===== config.mk =====
export PLATFORM = sky130hd
export DESIGN_NAME = adder_32bit_seq
export DESIGN_NICKNAME = d
export VERILOG_FILES = /design/src/rtl/adder_32bit_seq.sv
export SDC_FILE = /design/constraint.sdc
export NUM_CORES = 1
export LEC_CHECK = 0
export BUFFER_PORTS_ARGS = -buffer_cell sky130_fd_sc_hd__buf_2
export CAP_MARGIN = 40
export CELL_PAD_IN_SITES_DETAIL_PLACEMENT = 1
export CELL_PAD_IN_SITES_GLOBAL_PLACEMENT = 1
export CORE_MARGIN = 3
export CORE_UTILIZATION = 40
export CTS_CLUSTER_SIZE = 10
export DETAILED_ROUTE_END_ITERATION = 12
export GPL_ROUTABILITY_DRIVEN = 0
export PLACE_DENSITY = 0.81
export SYNTH_ARGS = -nofsm -noshare
export SYNTH_HDL_FRONTEND = slang
export SYNTH_SLANG_ARGS = --single-unit

===== constraint.sdc =====
create_clock -name clk -period 3.55 [get_ports clk]
set_clock_uncertainty 0.1 [all_clocks]
set_input_delay 0.5325 -clock clk [delete_from_list [all_inputs] [get_ports clk]]
set_output_delay 0.5325 -clock clk [all_outputs]
set_load 0.005 [all_outputs]

===== src/rtl/adder_32bit_seq.sv =====
// Serial 32-bit adder: processes CHUNK_W bits per cycle through an IDLE/ADD/DONE
// sequencer, then reports sum, unsigned carry-out and signed overflow with a done pulse.
module adder_32bit_seq #(
  parameter int unsigned CHUNK_W = 8
) (
  input  logic        clk,
  input  logic        rst,
  input  logic        start,
  input  logic [32:1] a,
  input  logic [32:1] b,
  output logic [32:1] y,
  output logic        cout,
  output logic        ovf,
  output logic        busy,
  output logic        done
);

  localparam int unsigned DATA_W     = 32;
  localparam int unsigned NUM_CHUNKS = DATA_W / CHUNK_W;
  localparam int unsigned IDX_W      = (NUM_CHUNKS > 1) ? $clog2(NUM_CHUNKS) : 1;
  localparam int unsigned SHIFT_W    = 6;
  localparam int unsigned SUM_W      = CHUNK_W + 1;

  localparam logic [IDX_W-1:0]  LAST_IDX   = IDX_W'(NUM_CHUNKS - 1);
  localparam logic [DATA_W:1]   CHUNK_MASK = DATA_W'((33'(1) << CHUNK_W) - 33'(1));

  // Reject chunk widths that do not evenly tile the 32-bit word.
  if (!(CHUNK_W == 1 || CHUNK_W == 2 || CHUNK_W == 4 ||
        CHUNK_W == 8 || CHUNK_W == 16 || CHUNK_W == 32)) begin : g_bad_chunk_w
    $error("adder_32bit_seq: CHUNK_W must be one of 1, 2, 4, 8, 16, 32");
  end

  typedef enum logic [1:0] {
    IDLE = 2'd0,
    ADD  = 2'd1,
    DONE = 2'd2
  } state_t;

  state_t state_q;
  state_t state_d;

  logic [DATA_W:1]  opa_q;
  logic [DATA_W:1]  opb_q;
  logic             carry_q;
  logic [IDX_W-1:0] idx_q;

  logic [DATA_W:1]  opa_d;
  logic [DATA_W:1]  opb_d;
  logic             carry_d;
  logic [IDX_W-1:0] idx_d;
  logic [DATA_W:1]  y_d;
  logic             cout_d;
  logic             ovf_d;
  logic             busy_d;
  logic             done_d;

  logic [SHIFT_W-1:0] shift_c;
  logic [CHUNK_W-1:0] a_chunk_c;
  logic [CHUNK_W-1:0] b_chunk_c;
  logic [SUM_W-1:0]   sum_c;
  logic [DATA_W:1]    y_merge_c;
  logic               last_c;
  logic               accept_c;

  // Chunk slice and partial sum for the current index.
  always_comb begin
    shift_c   = SHIFT_W'(idx_q) * SHIFT_W'(CHUNK_W);
    a_chunk_c = CHUNK_W'(opa_q >> shift_c);
    b_chunk_c = CHUNK_W'(opb_q >> shift_c);
    sum_c     = SUM_W'(a_chunk_c) + SUM_W'(b_chunk_c) + SUM_W'(carry_q);
    y_merge_c = (y & ~(CHUNK_MASK << shift_c)) |
                (DATA_W'(sum_c[CHUNK_W-1:0]) << shift_c);
    last_c    = (idx_q == LAST_IDX);
    accept_c  = start && (state_q != ADD);
  end

  // State register.
  always_ff @(posedge clk) begin
    if (rst) begin
      state_q <= IDLE;
    end else begin
      state_q <= state_d;
    end
  end

  // Next-state logic.
  always_comb begin
    state_d = state_q;
    case (state_q)
      IDLE:    if (start) state_d = ADD;
      ADD:     if (last_c) state_d = DONE;
      DONE:    state_d = start ? ADD : IDLE;
      default: state_d = IDLE;
    endcase
  end

  // Output / datapath next values.
  always_comb begin
    opa_d   = opa_q;
    opb_d   = opb_q;
    carry_d = carry_q;
    idx_d   = idx_q;
    y_d     = y;
    cout_d  = cout;
    ovf_d   = ovf;
    busy_d  = (state_d == ADD);
    done_d  = (state_d == DONE);

    if (accept_c) begin
      opa_d   = a;
      opb_d   = b;
      carry_d = 1'b0;
      idx_d   = '0;
      y_d     = '0;
      cout_d  = 1'b0;
      ovf_d   = 1'b0;
    end else if (state_q == ADD) begin
      y_d     = y_merge_c;
      carry_d = sum_c[CHUNK_W];
      idx_d   = idx_q + IDX_W'(1);
      if (last_c) begin
        // Overflow uses the final sum MSB being written this cycle.
        cout_d = sum_c[CHUNK_W];
        ovf_d  = (opa_q[DATA_W] == opb_q[DATA_W]) && (y_merge_c[DATA_W] != opa_q[DATA_W]);
      end
    end
  end

  // Datapath and output registers.
  always_ff @(posedge clk) begin
    if (rst) begin
      opa_q   <= '0;
      opb_q   <= '0;
      carry_q <= 1'b0;
      idx_q   <= '0;
      y       <= '0;
      cout    <= 1'b0;
      ovf     <= 1'b0;
      busy    <= 1'b0;
      done    <= 1'b0;
    end else begin
      opa_q   <= opa_d;
      opb_q   <= opb_d;
      carry_q <= carry_d;
      idx_q   <= idx_d;
      y       <= y_d;
      cout    <= cout_d;
      ovf     <= ovf_d;
      busy    <= busy_d;
      done    <= done_d;
    end
  end

endmodule

==> impl_metrics.csv <==
group,metric,value,unit
run_status,outcome,"finished, final reports clean",
synthesis,synth.cell_area,4410,um^2
sta,relSlewSlack,0.441,
global_routing,antenna_found_initial,0,
drt,wl,12500,um
finish,layout_common_cells,"140 x nand2_1, 105 x dfxtp_1, 102 x buf_2, 76 x a21oi_1, 37 x nor2_1",
global_routing,grt_pass1_wl,20600,um
worst_hold_path,hold_depth,3,
floorplan,row_count,37,
sta,final-hold-violation-count,0,
power,seqPwrFrac,0.555,
critical_path,cpMaxStageDelayCell,"dfxtp_1",
critical_path,crit_type,"reg -> reg",
clocking,cts_hold_buf,0,
place,dpl.hpwl,9570,um
place,pre_cts_ws,0.498,ns
synthesis,avgSynthCellArea,8.79,um^2
power,p_sw_frac,0.287,
floorplan,dieArea,12300,um^2
sta,max_freq,328,MHz
sta,drv_slew,0,
floorplan,io_pins,103,
synthesis,synth-edff-count,0,
clocking,post-cts-setup-buffers,0,
global_routing,grt_pass1_vias,4067,
synthesis,synth_flop_cell,"dfxtp_1",
power,netSwitchingPower,0.653,mW
power,p_per_area,435,nW/um^2
clocking,path_clk_slew,0.11,ns
global_routing,grt_max_degree,65,
sta,post-route-period-util,0.860,
finish,drive_gt1_frac,0.254,
synthesis,synth_cell_types,36,
critical_path,end_kind,"register",
global_routing,grt_use_total,0.204,
finish,final_common_cell,"nand2_1",
sta,fin_ws,0.497,ns
sta,worst_pin_slew,0.833,ns
synthesis,synth_fp_nets,582,
sta,rsz0062_at_grt,"false",
clocking,cts.sinks,105,
critical_path,cp_slowest_stage_delay,0.60,ns
synthesis,ys_ff_latch,105,
power,p_int,1.62,mW
clocking,cts_root_buffer,"clkbuf_8",
critical_path,regToRegSetupSlack,0.50,ns
drt,first_pass_iters,4,
critical_path,critPathLaunchType,"register",
critical_path,crit-reg2reg-launch,"idx_q[1]",
drt,routed-via-count,3930,
floorplan,fp.coreArea,10500,um^2
critical_path,crit_fanout,12,
floorplan,start_util,0.420,
sta,tns,0,ns
clocking,cts_buffers,9,
drt,drc,0,
synthesis,yosysSeqAreaShare,0.476,
floorplan,die-height,111,um
power,peakVddDrop,0.192,mV
synthesis,ys_warn_count,0,
worst_hold_path,hold_class,"in -> reg",
sta,setup_viol,0,
critical_path,cp.required,3.75,ns
power,total_power,2.28,mW
clocking,cts_tree,"built",
critical_path,reg2reg_to,"y[16]",
worst_hold_path,min-delay-start,"a[22]",
drt,drtAntennaViolNets,0,
clocking,insertion_delay,0.37,ns
power,p_leak,2.16,nW
clocking,cts_resized,0,
synthesis,ys_async_sr_fraction,0,
place,place.port_buffers,102,
floorplan,die_w,111,um
finish,syn_to_final_growth,18.6,%
drt,routedWlPerCell,17.0,um
finish,nets,674,
sta,period_needed,3.05,ns
clocking,cts.path.max_buffers,2,
drt,vias_per_cell,5.35,
flow_run,max_cap_viol_count,0,
global_routing,overflow,0,
synthesis,syn-instance-count,502,
critical_path,r2r_cells,8,
critical_path,crit_chain,"buf_4 > mux4_2 > ha_1 > a21o_1 > a22oi_1 > o21ai_0 > or3_1 > a21oi_1",
critical_path,crit_arrival,3.26,ns
worst_hold_path,min_to,"opa_q[22]",
critical_path,critPathBufInv,1,
clocking,h-tree-depth,3,
drt,drt_iter0_markers,148,
power,p_clk_frac,0.304,
finish,diodes,0,
power,comb_power_share,0.140,
critical_path,crit_family,"compound AO/OA/AOI/OAI gates",
==> layer usage <==
metal	track usage	vias up	share of wire
li1	-	1920	-
met1	0.273	1879	0.47
met2	0.328	107	0.46
met3	0.0344	24	0.048
met4	0.0795	0	0.026
met5	0	-	0
==> area by class of cell <==
cell class	instances	area, um^2
repair buffers	111	591
inverters	9	33.8
fillers	1287	5270
well taps	136	170
clock inverters	6	48.8
clock buffers	10	128
multi-input cells	358	2160
flip-flops and latches	105	2100
==> tightest hold or removal path: stages <==
cell and delay [ns]:
buf_2 0.10, nand2_1 0.04, a21oi_1 0.05
==> flip-flops by register name, summed over array words and instances (netlist names), 2 cells and up <==
register,count
idx_q,2
opa_q,32
opb_q,32
state_q,2
y,32
==> power by group through the flow <==
stage	Clock (mW)	Sequential (mW)	Combinational, mW
2_1_floorplan	0	1.28	0.212
3_3_place_gp	0	1.29	0.301
3_5_place_dp	0	1.29	0.319
4_1_cts	0.701	1.26	0.322
5_1_grt	0.748	1.27	0.356
6_report	0.693	1.26	0.319
==> synth_stat cells (all sizes together) (2+ instances only) <==
cell     instances  area [um^2]
nand2          141          529
dfxtp          105         2100
a21oi           78          398
nor2            38          145
clkbuf          22         82.6
mux4            16          360
a22oi           13         97.6
ha              11          138
inv              9         33.8
a32oi            8         70.1
buf              8         40.0
o21ai            7         35.0
or3              6         37.5
nand3            5         25.0
nor3             5         40.0
a32o             4         40.0
a211oi           3         22.5
a21o             3         22.5
a2bb2oi          3         26.3
fa               2         40.0
nand2b           2         12.5
xnor2            2         17.5
==> stage by stage <==
stage | hold slack, ns | utilization | cell area, um^2 | instances
after floorplan | 0.333 | - | 4410 | 502
after global placement | 0.342 | 0.479 | 5040 | 718
after detailed placement | 0.347 | 0.481 | 5060 | 719
after CTS | 0.273 | 0.498 | 5240 | 735
after global routing | 0.284 | 0.498 | 5240 | 735
final | 0.280 | 0.498 | 5240 | 735
==> logic make-up (layout without fill, tap and decap cells) <==
| family | count (synthesis) | in the layout | synth area share |
|---|---|---|---|
| simple gates | 199 | 199 | 0.182 |
| fa+ha+maj | 13 | 13 | 0.0403 |
| buf+inv | 39 | 136 | 0.0354 |
| mux | 17 | 17 | 0.0839 |
| flops | 105 | 105 | 0.476 |
| compound gates | 126 | 126 | 0.176 |
| xor+xnor | 3 | 3 | 0.00596 |
==> worst max path at each step <==
stage                        start     to  slack (ns)  depth (start not counted)
after floorplan           idx_q[0]  y[15]        0.50                         11
after global routing      idx_q[1]   y[6]        0.24                          8
after global placement    idx_q[0]  y[15]        0.64                          8
after CTS                 idx_q[1]  y[16]        0.49                          8
final                     idx_q[1]  y[16]        0.50                          8
after detailed placement  idx_q[1]  y[16]        0.50                          8
(Power assumes the default switching activity.)
